[src/rtl/des_expansion_contract.sv]
// des_expansion_contract
// Undoes the DES E-box expansion: takes a 48-bit expanded word, recovers the
// 32-bit half-block and flags every duplicated bit that disagrees with its twin.
// Results stream out through a 2-entry skid buffer. A saturating counter
// tracks how many inconsistent words were accepted.
module des_expansion_contract #(
   parameter int DROP_ERR = 0,
   parameter int CNT_W    = 16
) (
   input  logic             clk,
   input  logic             rst,
   input  logic             in_valid,
   output logic             in_ready,
   input  logic [47:0]      in_dat,
   output logic             out_valid,
   input  logic             out_ready,
   output logic [31:0]      out_dat,
   output logic             out_err,
   output logic [15:0]      out_mask,
   output logic [CNT_W-1:0] err_cnt,
   input  logic             cnt_clr
);

   // A buffer entry holds {err, mask[15:0], dat[31:0]}.
   localparam int EW = 49;

   logic [31:0]      rec_dat;
   logic [15:0]      rec_mask;
   logic             rec_err;
   logic [EW-1:0]    rec_entry;

   logic [EW-1:0]    slot0_reg, slot0_next;
   logic [EW-1:0]    slot1_reg, slot1_next;
   logic [1:0]       count_reg, count_next;
   logic [CNT_W-1:0] cnt_reg, cnt_next;

   logic             full;
   logic             accept;
   logic             keep;
   logic             pop;

   // Outer bits of the half-block come from the wrap-around group and the
   // last group. The six middle groups each carry four fresh bits.
   assign rec_dat[31:27] = in_dat[46:42];
   assign rec_dat[2:0]   = in_dat[3:1];

   genvar gi;
   generate
      for (gi = 0; gi < 6; gi++) begin : g_rec
         assign rec_dat[26-4*gi -: 4] = in_dat[39-6*gi -: 4];
      end
   endgenerate

   // The two wrap-around duplicates (d0 and d31) are compared here.
   // The generate loop below compares the 14 edge duplicates shared by
   // adjacent groups.
   assign rec_mask[0] = in_dat[47] ^ in_dat[1];
   assign rec_mask[1] = in_dat[0]  ^ in_dat[46];

   generate
      for (gi = 0; gi < 7; gi++) begin : g_mask
         assign rec_mask[2+2*gi] = in_dat[40-6*gi] ^ in_dat[42-6*gi];
         assign rec_mask[3+2*gi] = in_dat[41-6*gi] ^ in_dat[43-6*gi];
      end
   endgenerate

   assign rec_err   = |rec_mask;
   assign rec_entry = {rec_err, rec_mask, rec_dat};

   // in_ready is held low while reset is asserted, so nothing is accepted
   // during the reset cycle.
   assign full     = (count_reg == 2'd2);
   assign in_ready = !full && !rst;
   assign accept   = in_valid && in_ready;
   // A dropped word still completes its handshake. It is not stored.
   assign keep     = accept && !((DROP_ERR != 0) && rec_err);
   assign pop      = (count_reg != 2'd0) && out_ready;

   assign out_valid = (count_reg != 2'd0);
   assign out_err   = slot0_reg[48];
   assign out_mask  = slot0_reg[47:32];
   assign out_dat   = slot0_reg[31:0];
   assign err_cnt   = cnt_reg;

   // Buffer next state: pop shifts slot1 into the head. Push fills the first
   // free slot after the pop, so push and pop with one entry replaces the head.
   always_comb begin
      slot0_next = slot0_reg;
      slot1_next = slot1_reg;
      count_next = count_reg;
      if (pop) begin
         slot0_next = slot1_reg;
         count_next = count_reg - 2'd1;
      end
      if (keep) begin
         if (count_next == 2'd0) begin
            slot0_next = rec_entry;
         end else begin
            slot1_next = rec_entry;
         end
         count_next = count_next + 2'd1;
      end
   end

   // Saturating error counter. A clear wins over an increment in the same cycle.
   always_comb begin
      cnt_next = cnt_reg;
      if (cnt_clr) begin
         cnt_next = '0;
      end else if (accept && rec_err && (cnt_reg != {CNT_W{1'b1}})) begin
         cnt_next = cnt_reg + 1'b1;
      end
   end

   // State registers. Reset empties the buffer and clears all outputs.
   always_ff @(posedge clk) begin
      if (rst) begin
         slot0_reg <= '0;
         slot1_reg <= '0;
         count_reg <= 2'd0;
         cnt_reg   <= '0;
      end else begin
         slot0_reg <= slot0_next;
         slot1_reg <= slot1_next;
         count_reg <= count_next;
         cnt_reg   <= cnt_next;
      end
   end

endmodule

[config.mk]
export PLATFORM = sky130hd
export DESIGN_NAME = des_expansion_contract
export DESIGN_NICKNAME = d
export VERILOG_FILES = /design/src/rtl/des_expansion_contract.sv
export SDC_FILE = /design/constraint.sdc
export NUM_CORES = 1
export LEC_CHECK = 0
export CAP_MARGIN = 5
export CORE_AREA = 2 2 109 111
export DETAILED_ROUTE_END_ITERATION = 10
export DIE_AREA = 0 0 111 113
export PLACE_DENSITY = 0.75
export SLEW_MARGIN = 20
export SYNTH_ARGS = -nofsm -noshare
export SYNTH_HDL_FRONTEND = slang
export SYNTH_SLANG_ARGS = --single-unit
export TNS_END_PERCENT = 20
[constraint.sdc]
create_clock -name clk -period 2.49 [get_ports clk]
set_input_delay 0.249 -clock clk [delete_from_list [all_inputs] [get_ports clk]]
set_output_delay 0.249 -clock clk [all_outputs]
set_load 0.01 [all_outputs]
# Word level (Yosys, flattened, before mapping)
# Cells that the tools add are included.
[op_classes]
add_sub_neg = 3
eq_ne = 2
muxes = 5
bitwise = 17
n_reduce_logical = 12
[op_table]
columns = ["operator", "count"]
rows = [
  ["$mux W49", 3],
  ["$add A16 B1 Y16 const B", 1],
  ["$ne A16 B16 Y1 const B", 1],
  ["$reduce_or A16 Y1", 1],
  ["$xor A1 B1 Y1", 16],
  ["$logic_and A1 B1 Y1", 5],
  ["$mux W2", 2],
  ["$add A2 B1 Y2 const B", 1],
  ["$eq A2 B2 Y1 const B", 1],
  ["$logic_not A1 Y1", 2],
  ["$logic_not A2 Y1", 1],
  ["$reduce_and A2 Y1", 1],
  ["$reduce_bool A2 Y1", 1],
  ["$reduce_or A2 Y1", 1],
  ["$sub A2 B1 Y2 const B", 1],
  ["$not A1 Y1", 1],
]
[totals]
reg_bits = 116
inputBits = 53
out_inout_bits = 67
word_cells = 43

# Logic depth before layout (Yosys ltp)
[depth]
word_depth = 6
ltp_mapped = 12
ltp_nobuf = 9

# Least setup slack after synthesis
# No wires, ideal clock.
[synth_path]
path_type = "register -> register"
startpoint = "register count_reg[0]"
endpoint = "register slot1_reg[31]"
setup_ps = 70
arrival_time_ps = 2368
required_ps = 2420
path_slack_ps = 51
path_stages_with_launch = 13
n_path_buf = 4
synth_period_minus_slack_ps = 2439
path_cell_list = "dfxtp_1 inv_1 ha_1 nand2b_1 clkbuf_1 buf_2 xnor2_1 ha_1 nand2b_1 clkbuf_1 clkbuf_1 nand2_1 a21oi_1"
[synth_between]
elab_chain_cells = 6
word_cells_on_any_way = 11
classes_between = "add/sub (1); eq/ne (1); mux (1); bitwise (1); reduce/logical (7)"
[synth_lines]
columns = ["element", "line", "source"]
rows = [
  ["from (decl)", "34", "logic [1:0] count_reg, count_next;"],
  ["from (signal assigned)", "125", "count_reg <= count_next;"],
  ["parallel branches: the longest is 5 deep, another holds $sub A2 B1 Y2", "n/a", ""],
  ["$reduce_and A2 Y1 (no line) (*)", "n/a", ""],
  ["to (signal assigned)", "124", "slot1_reg <= slot1_next;"],
  ["to (decl)", "33", "logic [EW-1:0] slot1_reg, slot1_next;"],
]
# Mark *: on every way between the ends.
# A chain may end at the register's enable or synchronous reset.

# Final worst setup path
[layout_path]
startpoint = "register count_reg[1]"
endpoint = "register slot0_reg[3]"
[layout_between]
elab_chain_cells = 6
word_cells_on_any_way = 12
classes_between = "add/sub (1); eq/ne (1); mux (4); reduce/logical (6)"
[layout_lines]
columns = ["element", "line", "source"]
rows = [
  ["parallel branches: the longest is 5 deep, another holds $sub A2 B1 Y2", "n/a", ""],
  ["$mux W49 (*)", "95", "if (keep) begin"],
  ["to (signal assigned)", "123", "slot0_reg <= slot0_next;"],
  ["to (decl)", "32", "logic [EW-1:0] slot0_reg, slot0_next;"],
]
# Marked as above.

==> impl_metrics.tcl <==
set metrics [dict create \
    status "complete, no violations" \
    syn_inst 588 \
    maxSlewHeadroom_pct 28.5 \
    startpoint_type "flop" \
    crit_buf_inv 2 \
    fin_cells 847 \
    final_cell_mix "clkdlybuf4s50_1, dfxtp_1, nand2_1" \
    ys_async_sr_fraction_pct 0 \
    drt_wl_total_um 13000 \
    io_pins 120 \
    post-cts-setup-buffers 0 \
    setup_viol 0 \
    maxCapViolCount 0 \
    max-vdd-ir-drop_mv 0.495 \
    setup_ws_ns 0.284 \
    initial_utilization_pct 44.5 \
    syn_nets 645 \
    final_common_cell "clkdlybuf4s50_1" \
    finClkSkew_ns 0.00612 \
    final.period_utilization_pct 88.6 \
    place_ws_ns 0.0706 \
    power.leakage_nw 2.73 \
    regArea_um2 2320 \
    critPathRequiredTime_ns 2.72 \
    arrival_ns 2.43 \
    die_x_um 111 \
    clock_latency_ns 0.41 \
    cp_cell_sequence "inv_1 > ha_1 > nand2b_4 > xnor2_1 > ha_1 > nand2_4 > buf_12 > nor2_1 > a211oi_1" \
    first_global_vias 4502 \
    routabilityCongestion 0.878 \
    yosysSeqAreaShare_pct 46.3 \
    detail-route-antenna-nets 0 \
    rows 39 \
    place_inst 815 \
    timing.final.crit_period_ns 2.21 \
    critPathMaxStageDelay_ns 0.35 \
    drv_slew 0 \
    slowest_stage "dfxtp_1" \
    clockBufferDepth 2 \
    routed_via_density 5.47 \
    grtUsageTotal_pct 20.8 \
    cp_max_fo 31 \
    powerDensity_nw_per_um2 1010 \
    drc 0 \
    numCtsBuffers 17 \
    nNetsFinal 748 \
    reg2reg_slack_ns 0.28 \
    ys_ff_latch 116 \
    rsz0062_at_grt "no" \
    die-area_um2 12500 \
    grt_start_max_net_pins 103 \
    clk_pin_slew_ns 0.06 \
    io_buffer_count 119 \
    hold_viol 0 \
    fillers 902 \
    wire_per_inst_um 15.4 \
    cts_sinks 116 \
    drive_above_1_share_pct 7.24 \
    vias 4637 \
    place_area_um2 6390 \
    tightest_slew_ns 1.07 \
    synth-main-ff-cell "dfxtp_1" \
    fp.dieH_um 113 \
    n_antenna_cell 0 \
    grt_pass1_wl_um 21400 \
    multi_input_area_um2 2510 \
    r2r-start "count_reg[1]$_SDFF_PP0_" \
    first_pass_iters 5 \
    startpoint "count_reg[1]$_SDFF_PP0_" \
    fin_area_um2 6950 \
    crit_type "flop to flop" \
    crit_top_cell "ha_1" \
    dp_hpwl_um 8530 \
    cts_resized 0 \
    cts_hold_buf 0 \
    fmax_ghz 0.453 \
    yosysWarnings 0 \
    overflow 0 \
    cp-end-kind "flop" \
    synth.cell_area_um2 5020 \
    ctsRootBufferMaster "clkbuf_16" \
    antenna_found_initial 0 \
    synthDistinctLibCells 36 \
    cts_tree "yes" \
    avgSynthCellArea_um2 8.54 \
    synth_edf_count 0 \
    syn2layout_area_growth_pct 38.4 \
    worstHoldPathType "input pin to flop" \
    cts_max_level 4 \
    core_um2 11300 \
    drtIter0Drc 265 \
    hp-start "rst" \
    path_delay_family "adder cells" \
    tns_ns 0 \
]
-- per-stage QoR --
step	hold slack [ns]	utilization, %	power, mW
floorplan	0.385	-	3.73
global placement	0.441	56.7	4.71
detailed placement	0.447	56.7	4.77
CTS	0.334	61.6	7.07
global route	0.370	61.6	7.38
finish	0.356	61.6	7.00
-- area by class of cell --
type / instances / area share [%]
clock buffers: 17 / 6.13
clock inverters: 15 / 1.91
inverters: 4 / 0.216
multi-input cells: 420 / 36.1
flip-flops and latches: 116 / 33.4
well taps: 143 / 2.58
repair buffers: 132 / 19.6
-- Yosys cell counts (all sizes together) (2+ instances only) --
cell type	number	share of area, %
dfxtp	116	46
nand2	85	6.4
nor2	77	5.8
a21oi	53	5.3
a211oi	50	7.5
mux2i	49	9.8
clkbuf	42	3.1
xor2	16	2.8
o21ai	10	1.0
nor3	9	0.90
or3	9	1.1
and3	8	1.0
o31ai	7	1.0
buf	6	0.80
nand3	6	0.60
nand4	6	0.75
and4	5	0.87
or4	5	0.75
ha	4	1.0
inv	4	0.30
nor4	4	0.50
a31oi	2	0.25
nand2b	2	0.25
o211ai	2	0.30
xnor2	2	0.35
-- worst paths after layout --
| check | end | cells after the start |
|---|---|---|
| max | slot0_reg[3]$_SDFF_PP0_ | 9 |
| min | err_cnt[12]$_SDFFE_PP0P_ | 3 |
| max reg2reg | slot0_reg[3]$_SDFF_PP0_ | 9 |
| min reg2reg | slot1_reg[35]$_SDFFE_PP0P_ | 2 |
-- kinds of logic (layout without fill, tap and decap cells) --
group           Yosys count  count (layout)  synth area share, %
compound gates          127             127                 15.9
fa+ha+maj                 4               4                0.997
flops                   116             116                 46.3
simple gates            222             222                 19.7
buf+inv                  52             168                 4.24
xor+xnor                 18              18                 3.14
mux                      49              49                 9.77
-- layer usage --
metal,global-route usage (%),routed length (um),vias up
li1,-,-,2274
met1,25.2,5540,2187
met2,34.1,6250,159
met3,8.03,1050,17
met4,7.58,196,0
met5,0,0,-
-- worst register-to-register path: cells and delay by family, from the launching register on --
kind | cells | cell delay [ns]
AOI/OAI and AO/OA | 1 | 0.08
buffers and inverters | 2 | 0.29
DFF | 1 | 0.35
adders and majority gates | 2 | 0.52
and+or+nand+nor | 3 | 0.53
xor gates and xnor gates | 1 | 0.26
-- where the power goes --
part | internal, mW | leakage (nW) | switching [mW]
clock | 1.38 | 0.266 | 0.891
combinational | 1.12 | 1.52 | 1.18
sequential | 2.23 | 0.944 | 0.201
total | 4.73 | 2.73 | 2.27
Power figures use the tool's default switching activity.
